--- config.mk ---
export PLATFORM = sky130hd
export DESIGN_NAME = axi4l_cmd_master
export DESIGN_NICKNAME = d
export VERILOG_FILES = /design/src/rtl/axi4l_cmd_master.sv
export SDC_FILE = /design/constraint.sdc
export NUM_CORES = 1
export LEC_CHECK = 0
export ABC_AREA = 1
export CELL_PAD_IN_SITES_DETAIL_PLACEMENT = 1
export CELL_PAD_IN_SITES_GLOBAL_PLACEMENT = 2
export CORE_MARGIN = 3
export CORE_UTILIZATION = 21
export DETAILED_ROUTE_END_ITERATION = 6
export PLACE_DENSITY = 0.83
export SLEW_MARGIN = 0
export SYNTH_ARGS = -nofsm -noshare
export SYNTH_HDL_FRONTEND = slang
export SYNTH_SLANG_ARGS = --single-unit
--- constraint.sdc ---
create_clock -name clk -period 3.4 [get_ports clk]
set_input_delay 0.34 -clock clk [delete_from_list [all_inputs] [get_ports clk]]
set_output_delay 0.34 -clock clk [all_outputs]
set_load 0.05 [all_outputs]
--- src/rtl/axi4l_cmd_master.sv ---
// axi4l_cmd_master: one-at-a-time command to AXI4-Lite transaction master
// Optional slave-handshake timeout enabled by defining AXI4L_CMD_TIMEOUT_EN.
module axi4l_cmd_master #(
  parameter int ADDR_WIDTH     = 32,
  parameter int DATA_WIDTH     = 32,
  parameter int TIMEOUT_CYCLES = 1024
) (
  input  logic                    clk,
  input  logic                    rst,
  input  logic                    cmd_valid,
  output logic                    cmd_ready,
  input  logic                    cmd_rnw,
  input  logic [ADDR_WIDTH-1:0]   cmd_addr,
  input  logic [DATA_WIDTH-1:0]   cmd_wdata,
  input  logic [DATA_WIDTH/8-1:0] cmd_wstrb,
  output logic                    rsp_valid,
  input  logic                    rsp_ready,
  output logic [DATA_WIDTH-1:0]   rsp_rdata,
  output logic [1:0]              rsp_resp,
  output logic                    rsp_timeout,
  output logic [ADDR_WIDTH-1:0]   m_axi_awaddr,
  output logic [2:0]              m_axi_awprot,
  output logic                    m_axi_awvalid,
  input  logic                    m_axi_awready,
  output logic [DATA_WIDTH-1:0]   m_axi_wdata,
  output logic [DATA_WIDTH/8-1:0] m_axi_wstrb,
  output logic                    m_axi_wvalid,
  input  logic                    m_axi_wready,
  input  logic [1:0]              m_axi_bresp,
  input  logic                    m_axi_bvalid,
  output logic                    m_axi_bready,
  output logic [ADDR_WIDTH-1:0]   m_axi_araddr,
  output logic [2:0]              m_axi_arprot,
  output logic                    m_axi_arvalid,
  input  logic                    m_axi_arready,
  input  logic [DATA_WIDTH-1:0]   m_axi_rdata,
  input  logic [1:0]              m_axi_rresp,
  input  logic                    m_axi_rvalid,
  output logic                    m_axi_rready
);
  if (DATA_WIDTH != 32 && DATA_WIDTH != 64) $error("DATA_WIDTH must be 32 or 64");
  if (TIMEOUT_CYCLES < 2) $error("TIMEOUT_CYCLES must be at least 2");
  typedef enum logic [2:0] {IDLE, WR, WR_RESP, RD_ADDR, RD_DATA, DONE} state_t;
  state_t state, state_n;
  logic [ADDR_WIDTH-1:0] addr, addr_n;
  logic [DATA_WIDTH-1:0] wdata_n, rsp_rdata_n;
  logic [DATA_WIDTH/8-1:0] wstrb_n;
  logic [1:0] rsp_resp_n;
  logic cmd_ready_n, awvalid_n, wvalid_n, bready_n, arvalid_n, rready_n, rsp_valid_n, rsp_timeout_n;
  logic accept, abort;
  assign accept       = cmd_valid && cmd_ready;
  assign m_axi_awaddr = addr;
  assign m_axi_araddr = addr;
  assign m_axi_awprot = 3'b000;
  assign m_axi_arprot = 3'b000;
`ifdef AXI4L_CMD_TIMEOUT_EN
  localparam int CW = $clog2(TIMEOUT_CYCLES) + 1;
  logic [CW-1:0] cnt, cnt_n;
  logic busy, any_hs;
  assign busy   = state inside {WR, WR_RESP, RD_ADDR, RD_DATA};
  assign any_hs = (m_axi_awvalid && m_axi_awready) || (m_axi_wvalid && m_axi_wready) ||
                  (m_axi_bvalid && m_axi_bready) || (m_axi_arvalid && m_axi_arready) ||
                  (m_axi_rvalid && m_axi_rready);
  assign abort  = busy && cnt == CW'(TIMEOUT_CYCLES - 1);
  always_comb cnt_n = accept ? '0 : !busy ? cnt : any_hs ? '0 : (&cnt) ? cnt : cnt + CW'(1);
  always_ff @(posedge clk) cnt <= rst ? '0 : cnt_n;
`else
  assign abort = 1'b0;
`endif
  always_comb begin
    state_n       = state;
    addr_n        = addr;
    wdata_n       = m_axi_wdata;
    wstrb_n       = m_axi_wstrb;
    cmd_ready_n   = cmd_ready;
    awvalid_n     = m_axi_awvalid;
    wvalid_n      = m_axi_wvalid;
    bready_n      = m_axi_bready;
    arvalid_n     = m_axi_arvalid;
    rready_n      = m_axi_rready;
    rsp_valid_n   = rsp_valid;
    rsp_rdata_n   = rsp_rdata;
    rsp_resp_n    = rsp_resp;
    rsp_timeout_n = rsp_timeout;
    case (state)
      IDLE: if (accept) begin
        addr_n      = cmd_addr;
        wdata_n     = cmd_wdata;
        wstrb_n     = cmd_wstrb;
        cmd_ready_n = 1'b0;
        awvalid_n   = !cmd_rnw;
        wvalid_n    = !cmd_rnw;
        arvalid_n   = cmd_rnw;
        state_n     = cmd_rnw ? RD_ADDR : WR;
      end
      WR: begin
        awvalid_n = m_axi_awvalid && !m_axi_awready;
        wvalid_n  = m_axi_wvalid && !m_axi_wready;
        if (!awvalid_n && !wvalid_n) begin
          bready_n = 1'b1;
          state_n  = WR_RESP;
        end
      end
      WR_RESP: if (m_axi_bvalid) begin
        bready_n      = 1'b0;
        rsp_valid_n   = 1'b1;
        rsp_rdata_n   = '0;
        rsp_resp_n    = m_axi_bresp;
        rsp_timeout_n = 1'b0;
        state_n       = DONE;
      end
      RD_ADDR: if (m_axi_arready) begin
        arvalid_n = 1'b0;
        rready_n  = 1'b1;
        state_n   = RD_DATA;
      end
      RD_DATA: if (m_axi_rvalid) begin
        rready_n      = 1'b0;
        rsp_valid_n   = 1'b1;
        rsp_rdata_n   = m_axi_rdata;
        rsp_resp_n    = m_axi_rresp;
        rsp_timeout_n = 1'b0;
        state_n       = DONE;
      end
      DONE: if (rsp_ready) begin
        rsp_valid_n = 1'b0;
        cmd_ready_n = 1'b1;
        state_n     = IDLE;
      end
      default: state_n = IDLE;
    endcase
    if (abort) begin
      awvalid_n     = 1'b0;
      wvalid_n      = 1'b0;
      bready_n      = 1'b0;
      arvalid_n     = 1'b0;
      rready_n      = 1'b0;
      rsp_valid_n   = 1'b1;
      rsp_rdata_n   = '0;
      rsp_resp_n    = 2'b10;
      rsp_timeout_n = 1'b1;
      state_n       = DONE;
    end
  end
  // IDLE leaves reset with cmd_ready low; it rises on the first edge after rst falls
  always_ff @(posedge clk) begin
    if (rst) begin
      state         <= IDLE;
      addr          <= '0;
      m_axi_wdata   <= '0;
      m_axi_wstrb   <= '0;
      cmd_ready     <= 1'b0;
      m_axi_awvalid <= 1'b0;
      m_axi_wvalid  <= 1'b0;
      m_axi_bready  <= 1'b0;
      m_axi_arvalid <= 1'b0;
      m_axi_rready  <= 1'b0;
      rsp_valid     <= 1'b0;
      rsp_rdata     <= '0;
      rsp_resp      <= 2'b00;
      rsp_timeout   <= 1'b0;
    end else begin
      state         <= state_n;
      addr          <= addr_n;
      m_axi_wdata   <= wdata_n;
      m_axi_wstrb   <= wstrb_n;
      cmd_ready     <= (state_n == IDLE) ? 1'b1 : cmd_ready_n;
      m_axi_awvalid <= awvalid_n;
      m_axi_wvalid  <= wvalid_n;
      m_axi_bready  <= bready_n;
      m_axi_arvalid <= arvalid_n;
      m_axi_rready  <= rready_n;
      rsp_valid     <= rsp_valid_n;
      rsp_rdata     <= rsp_rdata_n;
      rsp_resp      <= rsp_resp_n;
      rsp_timeout   <= rsp_timeout_n;
    end
  end
endmodule

==> flow_summary.toml, run 1 <==
[setup_path]
reg2reg_from = "state[0]"
crit_cells = 7
crit_slowest_cell = "nor2_4"
reg2regPathDepth = 7
reg2reg_slack_ns = 1.20
arrival_ns = 2.43
cp-startpoint = "state[0]"
crit_family = "simple AND/OR/NAND/NOR gates"
cp_slowest_stage_delay_ns = 0.41
crit_top_cell = "nor2_4"
crit_required_ns = 3.63
endpoint = "rsp_rdata[24]"
critPathMaxFanout = 32
end_kind = "flip-flop"
r2r-end = "rsp_rdata[24]"
start_kind = "flip-flop"
crit_chain = "nor2_4 > nand2_2 > and2_4 > nor2_4 > inv_2 > nand2_1 > a21oi_1"
worst-setup-path-type = "flip-flop to flip-flop"
path_buf_inv = 1

[power]
peakVddDrop_mv = 0.206
p_total_w = 0.00609
p_leak_nw = 2.62
powerDensity_nw_per_um2 = 839

[cells_and_area]
utilization_pct = 35.3
drive_gt1_share_pct = 4.24
instances_no_fill = 1049
nFillCells = 2453
fin_nets = 887
syn_to_final_growth_pct = 62.8

[die]
num_io_pins = 262
core_um2 = 20600
initial_core_util_pct = 21.7
die-area_um2 = 23000
die_x_um = 152
die_h_um = 152
rows = 52

[route]
wl_per_cell_um = 15.5
routed_wl_um = 16300
vias_per_cell = 4.36
firstDrtPassIters = 4
via_count = 4575
drtAntennaViolNets = 0
drtIter0Drc = 155
route.detailed.drc = 0

[placement]
place_congestion = 0.696
pre_cts_slack_ns = 1.03
dp_hpwl_um = 12000
placed_cells = 1032
io_buffer_count = 254

[yosys]
syn_area_um2 = 4460
synthCells = 573
async_flop_share_pct = 0
ys.flop_type = "dfxtp_1"
ys_types = 25
synth_common_cells = "146 x nor2_1, 112 x dfxtp_1, 69 x o21ai_1"
synth_most_common_cell = "nor2_1"
ys_ff_latch = 112
synthTopCellsByArea = "dfxtp_1 50%, nor2_1 12%, o21ai_1 7.7%, buf_4 6.6%, nand4_1 4.8%"
synth_edf_count = 0
synth_top_area_share_pct = 50.3
syn_area_per_cell_um2 = 7.78
ys_seq_area_share_pct = 50.3
synth_top_cell_by_area = "dfxtp_1"
yosysWarnings = 0

[cts]
clk_pin_slew_ns = 0.08
postCtsSetupBuffers = 0
h-tree-depth = 3
cts_tree = "built"
clock_latency_ns = 0.36
cts.path.max_buffers = 2
cts_root_buf = "clkbuf_16"
cts_made_buffers = 9
cts.repair.resized = 0
hold_buffers = 0
cts.sinks = 112

[grt]
grt_pass1_wl_um = 24300
grt_use_met2_pct = 22.5
grt.overflow.total = 0
grt_max_degree = 72
grt_util_all_layers_pct = 13.5
antenna_found_initial = 0
grt_pass1_vias = 4464
grt-busiest-layer = "met2"
use_met3_pct = 6.07
gr-usage-met1_pct = 15.8

[timing]
drv_slew = 0
rsz0062_at_grt = "false"
fin_crit_sh_pct = 64.8
layout_setup_ws_ns = 1.20
slew_headroom_pct = 45.1
fin_tns_setup_ns = 0
max_slew.worst_pin.slew_ns = 0.824
fin_crit_ns = 2.20
skew_ns = 0.0153
finalSetupViolations = 0
hold_viol_final = 0
fmax_ghz = 0.454

[worst_hold_path]
hold_class = "flip-flop to flip-flop"

[status]
run_status = "finished clean"

[flow_run]
maxCapViolations = 0
==> cells by family (layout without fill, tap and decap cells) <==
group                  count (synthesis)  count (layout)  share of synthesized area, %
buffers and inverters                 93             292                          12.1
AND/OR/NAND/NOR                      253             253                          24.4
flip-flops                           112             112                          50.3
AO/OA/AOI/OAI                        114             114                          13.1
other                                  1               8                        0.0841
==> per-stage QoR <==
step	area (um^2)	hold WS, ns
final	7250	0.470
after global routing	7250	0.488
after CTS	7250	0.471
after detailed placement	6950	0.458
after global placement	6950	0.451
after floorplan	4480	0.489
==> routing by layer <==
layer	wire length [um]	share of wire, %
met1	6750	41
met3	1970	12
met4	165	1.0
met5	0	0
met2	7430	46
==> power breakdown <==
part	leakage, nW	internal (W)	switching (W)
Clock	0.150	0.000529	0.000559
Sequential	0.913	0.00160	0.000201
Combinational	1.56	0.00100	0.00220
Total	2.62	0.00312	0.00296
==> cell type report <==
| cell class | instances | area (um^2) | area share, % |
|---|---|---|---|
| multi-input cells | 374 | 1700 | 23.4 |
| well taps | 270 | 338 | 4.66 |
| clock inverters | 7 | 81.3 | 1.12 |
| flip-flops and latches | 112 | 2240 | 30.9 |
| inverters | 14 | 52.6 | 0.724 |
| repair buffers | 262 | 2620 | 36.0 |
| clock buffers | 9 | 225 | 3.10 |
| diodes | 1 | 2.50 | 0.0345 |
==> registers in the layout (all words and copies together) (netlist names) <==
| name | flops |
|---|---|
| m_axi_wdata | 32 |
| rsp_resp | 2 |
| m_axi_bready | 1 |
| m_axi_wstrb | 4 |
| state | 3 |
| m_axi_arvalid | 1 |
| m_axi_awvalid | 1 |
| m_axi_araddr | 32 |
| m_axi_rready | 1 |
| cmd_ready | 1 |
| m_axi_wvalid | 1 |
| rsp_rdata | 32 |
| rsp_valid | 1 |
==> layout by cell type, fill, tap and decap left out, types with 2 or more instances in the layout <==
master,n
nor2_4,2
inv_2,3
a211oi_1,2
inv_6,2
nand4_1,34
dfxtp_1,112
o211a_1,2
clkdlybuf4s50_1,254
nand3_1,13
o21ai_1,69
nor2_1,146
buf_4,7
inv_8,2
a21oi_1,38
clkinv_8,2
o21ai_0,3
nand2_1,53
clkbuf_16,9
inv_1,11
conb_1,7
==> how the worst min path moves through the flow <==
stage                        startpoint  slack (ns)               to  depth (start not counted)
after detailed placement  rsp_rdata[20]        0.46    rsp_rdata[20]                          2
after CTS                 rsp_rdata[20]        0.47    rsp_rdata[20]                          2
after global routing      rsp_rdata[16]        0.49    rsp_rdata[16]                          2
final                     rsp_rdata[16]        0.47    rsp_rdata[16]                          2
after global placement     m_axi_rready        0.45     m_axi_rready                          2
after floorplan             cmd_addr[0]        0.49  m_axi_araddr[0]                          2
==> worst reg2reg max path, stage by stage (launching register included) <==
cell,delay (ns)
dfxtp_1,0.39
nor2_4,0.34
nand2_2,0.14
and2_4,0.17
nor2_4,0.41
inv_2,0.40
nand2_1,0.15
a21oi_1,0.08
No activity file was read; power rests on OpenSTA's default activity.
==> run 2, diff against run 1 <==
- CORE_UTILIZATION: 21 -> 17
- PLACE_DENSITY: 0.83 -> 0.71
- clock period: 3.4 -> 1.95 ns (I/O delays scaled with it)
==> flow_summary.toml, run 2 (synthesized netlist as in run 1, its figures left out) <==
[timing]
hold_viol_final = 0
fin_crit_sh_pct = 92.5
fmax_ghz = 0.555
max_slew.worst_pin.slew_ns = 0.601
fin_tns_setup_ns = 0
layout_setup_ws_ns = 0.147
fin_crit_ns = 1.80
rsz0062_at_grt = "false"
fin_hold_ws_ns = 0.414
finalSetupViolations = 0
slew_headroom_pct = 60.0
drv_slew = 0
skew_ns = 0.0105

[setup_path]
start_kind = "flip-flop"
crit_slowest_cell = "clkdlybuf4s50_1"
path_buf_inv = 1
reg2reg_from = "state[0]"
crit_chain = "clkdlybuf4s50_1"
end_kind = "output pin"
critPathMaxFanout = 3
reg2reg_slack_ns = 0.23
reg2regPathDepth = 7
r2r-end = "rsp_rdata[29]"
cp_slowest_stage_delay_ns = 0.83
crit_required_ns = 1.75
arrival_ns = 1.61
crit_family = "buffers and inverters"
worst-setup-path-type = "flip-flop to output pin"

[cells_and_area]
drive_gt1_share_pct = 4.60
final_common_cell = "clkdlybuf4s50_1"
layout_common_cells = "254 x clkdlybuf4s50_1, 146 x nor2_1, 112 x dfxtp_1"
fin_nets = 892
syn_to_final_growth_pct = 65.2
num_antenna_cells = 0

[placement]
pre_cts_slack_ns = 0.0520
io_buffer_count = 254
place_congestion = 0.740
dp_hpwl_um = 12200

[cts]
cts_tree = "built"
cts.path.max_buffers = 2
cts_root_buf = "clkbuf_16"
h-tree-depth = 3
cts.repair.resized = 0
clock_latency_ns = 0.36
hold_buffers = 0
postCtsSetupBuffers = 0
cts.sinks = 112
cts_made_buffers = 9
clk_pin_slew_ns = 0.08

[die]
die_x_um = 168
initial_core_util_pct = 17.5
num_io_pins = 262
core_um2 = 25500
die-area_um2 = 28200
die_h_um = 168
rows = 58

[status]
run_status = "finished clean"

[worst_hold_path]
hold_class = "input pin to flip-flop"
hold_path_end = "rsp_rdata[31]"
holdPathStages = 3
min_from = "m_axi_rdata[31]"

[flow_run]
maxCapViolations = 0

[power]
powerDensity_nw_per_um2 = 1450
peakVddDrop_mv = 0.630
p_clk_share_pct = 16.9
combPwrFrac_pct = 53.9
intPower_w = 0.00548
power.switching_w = 0.00516
switching_share_pct = 48.5
seq_power_share_pct = 29.3
p_leak_nw = 2.64
p_total_w = 0.0106

[route]
route.detailed.drc = 0
firstDrtPassIters = 4
routed_wl_um = 17000
wl_per_cell_um = 15.3
drtAntennaViolNets = 0
vias_per_cell = 4.09
drtIter0Drc = 193
via_count = 4548

[grt]
antenna_found_initial = 1
grt_util_all_layers_pct = 11.8
grt.overflow.total = 0
grt-busiest-layer = "met2"
grt_max_degree = 74
grt_use_met2_pct = 19.3
grt_pass1_vias = 4713
grt_pass1_wl_um = 26800
use_met3_pct = 5.05
gr-usage-met1_pct = 14.6
## run 2: changes by cell type in the layout (fill, tap and decap cells not counted), sizes merged
cell / before / now
inv: 18 / 15
clkbuf: 9 / 10
clkinv: 3 / 4
diode: 1 / 0
buf: 8 / 13
## run 2: stage by stage
stage,util (%),instances,area [um^2]
after floorplan,-,579,4480
after global placement,27.8,1097,7090
after detailed placement,27.8,1097,7090
after CTS,28.9,1112,7360
after global routing,28.9,1112,7360
final,28.9,1112,7360
## run 2: power groups by stage
stage	Sequential, W	Clock, W	Combinational (W)
CTS	0.00313	0.00192	0.00583
finish	0.00312	0.00180	0.00573
global route	0.00320	0.00200	0.00613
global placement	0.00316	0	0.00581
detailed placement	0.00319	0	0.00582
floorplan	0.00475	0	0.00243
## run 2: layer usage
layer / vias to the layer above / wire [um] / part of all wire (%)
met1: 2096 / 7450 / 44
li1: 2254 / - / -
met2: 184 / 7640 / 45
met3: 12 / 1720 / 10
met5: - / 11 / 0.065
met4: 2 / 146 / 0.86
## run 2: cell type report
class	instances	area, um^2
clock buffers	10	229
clock inverters	5	43.8
fillers	3021	18100
inverters	14	52.6
multi-input cells	374	1710
flip-flops and latches	112	2240
well taps	330	413
repair buffers	267	2680
## run 2: how the worst max path moves through the flow
stage | startpoint | end | depth (start not counted) | slack, ns
6_report | m_axi_araddr[20] | m_axi_araddr[20] | 1 | 0.15
5_1_grt | state[1] | rsp_rdata[19] | 6 | 0.03
4_1_cts | m_axi_araddr[20] | m_axi_araddr[20] | 1 | 0.11
3_5_place_dp | m_axi_bvalid | rsp_rdata[5] | 8 | 0.05
3_3_place_gp | m_axi_bvalid | rsp_rdata[3] | 8 | 0.10
2_1_floorplan | cmd_ready | m_axi_wvalid | 7 | 0.40
==> run 3, diff against run 2 <==
- REMOVE_ABC_BUFFERS: default -> 1
==> flow_summary.toml, run 3 (synthesized netlist as in run 1, its figures left out) <==
[status]
run_status = "finished clean"

[timing]
drv_slew = 0
fin_crit_sh_pct = 92.7
fin_hold_ws_ns = 0.438
finalSetupViolations = 0
max_slew.worst_pin.slew_ns = 0.609
hold_viol_final = 0
fin_crit_ns = 1.81
layout_setup_ws_ns = 0.143
rsz0062_at_grt = "false"
skew_ns = 0.0138
fin_tns_setup_ns = 0
fmax_ghz = 0.553
slew_headroom_pct = 59.4

[cts]
cts_root_buf = "clkbuf_16"
postCtsSetupBuffers = 0
h-tree-depth = 3
clk_pin_slew_ns = 0.08
cts.repair.resized = 0
hold_buffers = 0
cts.path.max_buffers = 2
cts.sinks = 112
cts_made_buffers = 9
cts_tree = "built"
clock_latency_ns = 0.35

[flow_run]
maxCapViolations = 0

[cells_and_area]
layout_common_cells = "253 x clkdlybuf4s50_1, 146 x nor2_1, 112 x dfxtp_1"
final_common_cell = "clkdlybuf4s50_1"
drive_gt1_share_pct = 5.10
num_antenna_cells = 0
syn_to_final_growth_pct = 65.2
utilization_pct = 28.9
fin_nets = 894

[setup_path]
path_buf_inv = 1
worst-setup-path-type = "flip-flop to output pin"
critPathMaxFanout = 3
crit_slowest_cell = "clkdlybuf4s50_1"
arrival_ns = 1.61
end_kind = "output pin"
crit_chain = "clkdlybuf4s50_1"
crit_family = "buffers and inverters"
start_kind = "flip-flop"
crit_required_ns = 1.75
cp_slowest_stage_delay_ns = 0.84

[route]
via_count = 4560
vias_per_cell = 4.09
drtIter0Drc = 191
wl_per_cell_um = 15.8
route.detailed.drc = 0
routed_wl_um = 17600
firstDrtPassIters = 4
drtAntennaViolNets = 0

[placement]
io_buffer_count = 254
pre_cts_slack_ns = 0.114
dp_hpwl_um = 13000
place_congestion = 0.737

[die]
die_h_um = 168
core_um2 = 25500
initial_core_util_pct = 17.5
die-area_um2 = 28200
die_x_um = 168
num_io_pins = 262
rows = 58

[worst_hold_path]
hold_class = "input pin to flip-flop"

[grt]
antenna_found_initial = 0
grt_max_degree = 52
grt.overflow.total = 0
grt_pass1_vias = 4790
grt_pass1_wl_um = 27500
grt_util_all_layers_pct = 12.3

[power]
peakVddDrop_mv = 0.651
p_leak_nw = 2.65
powerDensity_nw_per_um2 = 1450
## run 3: metal layers
metal  track usage, %  wire length, um  vias to the layer above
met5                0                0                        -
met3             5.56             2000                        9
met4             3.31              189                        0
met1             15.8             8080                     2091
met2             18.6             7350                      205
li1                 -                -                     2255
## run 3: power breakdown
| group | internal [W] | total (W) | switching [W] |
|---|---|---|---|
| Sequential | 0.00278 | 0.00315 | 0.000369 |
| Combinational | 0.00182 | 0.00573 | 0.00392 |
| Clock | 0.000890 | 0.00182 | 0.000927 |
## run 3: final timing paths
path	startpoint	endpoint	slack (ns)	cells after the start
max	m_axi_araddr[10]	m_axi_araddr[10]	0.14	1
min	m_axi_rdata[17]	rsp_rdata[17]	0.44	3
max reg2reg	state[0]	rsp_rdata[10]	0.20	7
min reg2reg	m_axi_bready	m_axi_bready	0.47	2
## run 3: stage by stage
step,power [W],instance area (um^2),cells
5_1_grt,0.0114,7360,1115
3_5_place_dp,0.00901,7080,1099
6_report,0.0107,7360,1115
3_3_place_gp,0.00900,7080,1099
4_1_cts,0.0109,7360,1115
2_1_floorplan,0.00671,3990,500
## run 3: cell type report
| class | instances | area [um^2] |
|---|---|---|
| repair buffers | 269 | 2680 |
| clock inverters | 6 | 51.3 |
| multi-input cells | 374 | 1700 |
| clock buffers | 10 | 229 |
| fillers | 3005 | 18100 |
| well taps | 330 | 413 |
| flip-flops and latches | 112 | 2240 |
| inverters | 14 | 52.6 |
==> patch, RTL diff (settings of run 1) <==
Encoding of `state_t`: now one-hot (6 bits for 6 states).
--- a/src/rtl/axi4l_cmd_master.sv
+++ b/src/rtl/axi4l_cmd_master.sv
@@ -40,7 +40,7 @@
 );
   if (DATA_WIDTH != 32 && DATA_WIDTH != 64) $error("DATA_WIDTH must be 32 or 64");
   if (TIMEOUT_CYCLES < 2) $error("TIMEOUT_CYCLES must be at least 2");
-  typedef enum logic [2:0] {IDLE, WR, WR_RESP, RD_ADDR, RD_DATA, DONE} state_t;
+  typedef enum logic [5:0] {IDLE = 6'b000001, WR = 6'b000010, WR_RESP = 6'b000100, RD_ADDR = 6'b001000, RD_DATA = 6'b010000, DONE = 6'b100000} state_t;
   state_t state, state_n;
   logic [ADDR_WIDTH-1:0] addr, addr_n;
   logic [DATA_WIDTH-1:0] wdata_n, rsp_rdata_n;
Check against the original RTL: no difference found for any inputs over 10 cycles, from zero or initial values and one cycle with rst high; not proved beyond that.
==> patch against run 1 <==
Sequential cell count rose by 3; final cell count rose by 12%; combinational power fell by 43%; design area rose by 10%; wire length rose by 1.9%; area after synthesis rose by 9.7%; worst setup slack improved by 0.015 ns; die area rose by 9.3%; clock skew fell by 0.0033 ns; clock power rose by 65%; worst hold slack got worse by 0.0018 ns; power fell by 14%; non-clock buffer count fell by 2; largest power group unchanged.
==> patch: results (changes against run 1) <==
\begin{tabular}{lr}
\hline
Metric & Value \\
\hline
\multicolumn{2}{l}{\textbf{Yosys}} \\
Synth top cells by count & nor2\_1 (185), dfxtp\_1 (115), o21ai\_0 (88) (was nor2\_1 (146), dfxtp\_1 (112), o21ai\_1 (69)) \\
Synth unique cells & 28 (was 25) \\
Cell types occupying the most area after synthesis & dfxtp\_1 (47\%), nor2\_1 (14\%), o21ai\_0 (9.0\%), nand2\_1 (6.1\%), buf\_4 (6.0\%) (was dfxtp\_1 (50\%), nor2\_1 (12\%), o21ai\_1 (7.7\%), buf\_4 (6.6\%), nand4\_1 (4.8\%)) \\
Sequential area share after synthesis & 47.1\% (was 50.3\%) \\
\multicolumn{2}{l}{\textbf{Worst setup path}} \\
Critical Path Slowest Stage Cell & nand2\_4 (was nor2\_4) \\
Crit path arrival time & 2.46 ns (was 2.43 ns) \\
Delay of the slowest cell on the worst path & 0.60 ns (was 0.41 ns) \\
Crit Path Max Fanout & 67 (was 32) \\
\multicolumn{2}{l}{\textbf{Place}} \\
GPL Wtd Cong & 0.765 (was 0.696) \\
Cell area after placement & 7380 um2 (was 6950 um2) \\
Post-detail-place hpwl & 12200 um (was 12000 um) \\
\multicolumn{2}{l}{\textbf{Clocking}} \\
Number of H-tree levels & 4 (was 3) \\
Clk slew on worst S/H paths & 0.06 ns (was 0.08 ns) \\
Num CTS Buffers & 17 (was 9) \\
\multicolumn{2}{l}{\textbf{Final layout}} \\
Proportion of layout cells with a drive suffix above 1 & 11.0\% (was 4.24\%) \\
Diode insertion count for antenna repair & 0 (was 1) \\
Count of nets after finishing & 966 (was 887) \\
Number of fill cells & 2707 (was 2453) \\
\multicolumn{2}{l}{\textbf{GRT}} \\
Overall fraction of global-route tracks in use & 12.9\% (was 13.5\%) \\
Maximum number of pins on one net before global-route repair & 69 (was 72) \\
Vias in the first global route & 4714 (was 4464) \\
Wire length of the first global-routing pass & 25300 um (was 24300 um) \\
\multicolumn{2}{l}{\textbf{Routing}} \\
Total detailed-routing wirelength & 16600 um (was 16300 um) \\
Detail-routed via count per cell & 4.08 (was 4.36) \\
Drt initial violations & 200 (was 155) \\
\multicolumn{2}{l}{\textbf{Outcome}} \\
Run status & completed (unchanged) \\
\multicolumn{2}{l}{\textbf{Worst hold path}} \\
Worst min-delay path category & flip-flop to flip-flop (unchanged) \\
\multicolumn{2}{l}{\textbf{Timing}} \\
Worst Clk Skew & 0.0120 ns (was 0.0153 ns) \\
Transition time at the pin with the least slew margin & 0.839 ns (was 0.824 ns) \\
\multicolumn{2}{l}{\textbf{Power}} \\
Worst vdd rail ir drop & 249 uV (was 206 uV) \\
Leakage & 2.92 nW (was 2.62 nW) \\
\hline
\end{tabular}
-- patch: changes by cell type after synthesis, sizes merged, moves of 3 or more --
cell,delta
a21oi,-29
buf,-3
dfxtp,+3
inv,+8
nand2,+42
nand3,+3
nand4,-33
nor2,+46
o21ai,+36
-- patch: area by class of cell --
cell class                      count  area share, %
Clock buffer                       18           5.51
Clock inverter                     14           1.93
Inverter                           21           1.02
Multi-Input combinational cell    437           25.2
Sequential cell                   115           28.9
Tap cell                          313           4.91
Timing Repair Buffer              260           32.5
-- patch: final timing paths --
check,startpoint,end,slack (ns),depth (start not counted)
hold / removal,m_axi_rready$_SDFFE_PP0P_,m_axi_rready$_SDFFE_PP0P_,0.47,2
setup / recovery,state[4]$_SDFF_PP0_,rsp_rdata[5]$_SDFFE_PP0P_,1.21,9
setup reg to reg,state[4]$_SDFF_PP0_,rsp_rdata[5]$_SDFFE_PP0P_,1.21,9
hold reg to reg,m_axi_rready$_SDFFE_PP0P_,m_axi_rready$_SDFFE_PP0P_,0.47,2
-- patch: through the flow --
stage                     util, %  setup slack, ns  instances
after floorplan                 -             1.79        649
after CTS                    35.0             1.14       1178
after global routing         35.0            0.916       1178
after global placement       32.4             1.19       1146
final                        35.0             1.21       1178
after detailed placement     32.4             1.15       1146
-- patch: routing by layer --
layer  global-route usage, %  up-vias  part of all wire (%)
met3                    6.09        9                    10
met1                    15.5     2190                    44
met2                    20.7      195                    45
met5                       0        -                     0
li1                        -     2412                     -
met4                    3.44        0                  0.84
-- patch: cells by family after synthesis --
logic type,after synthesis,share of synthesized area (%)
and+or+nand+nor,312,27.0
buffers and inverters,97,12.2
DFF,115,47.1
other,1,0.0767
AOI/OAI and AO/OA,118,13.7
-- patch: power by group --
group	switching (W)	internal, W
clock	0.000694	0.00111
combinational	0.00120	0.000612
sequential	0.000109	0.00151
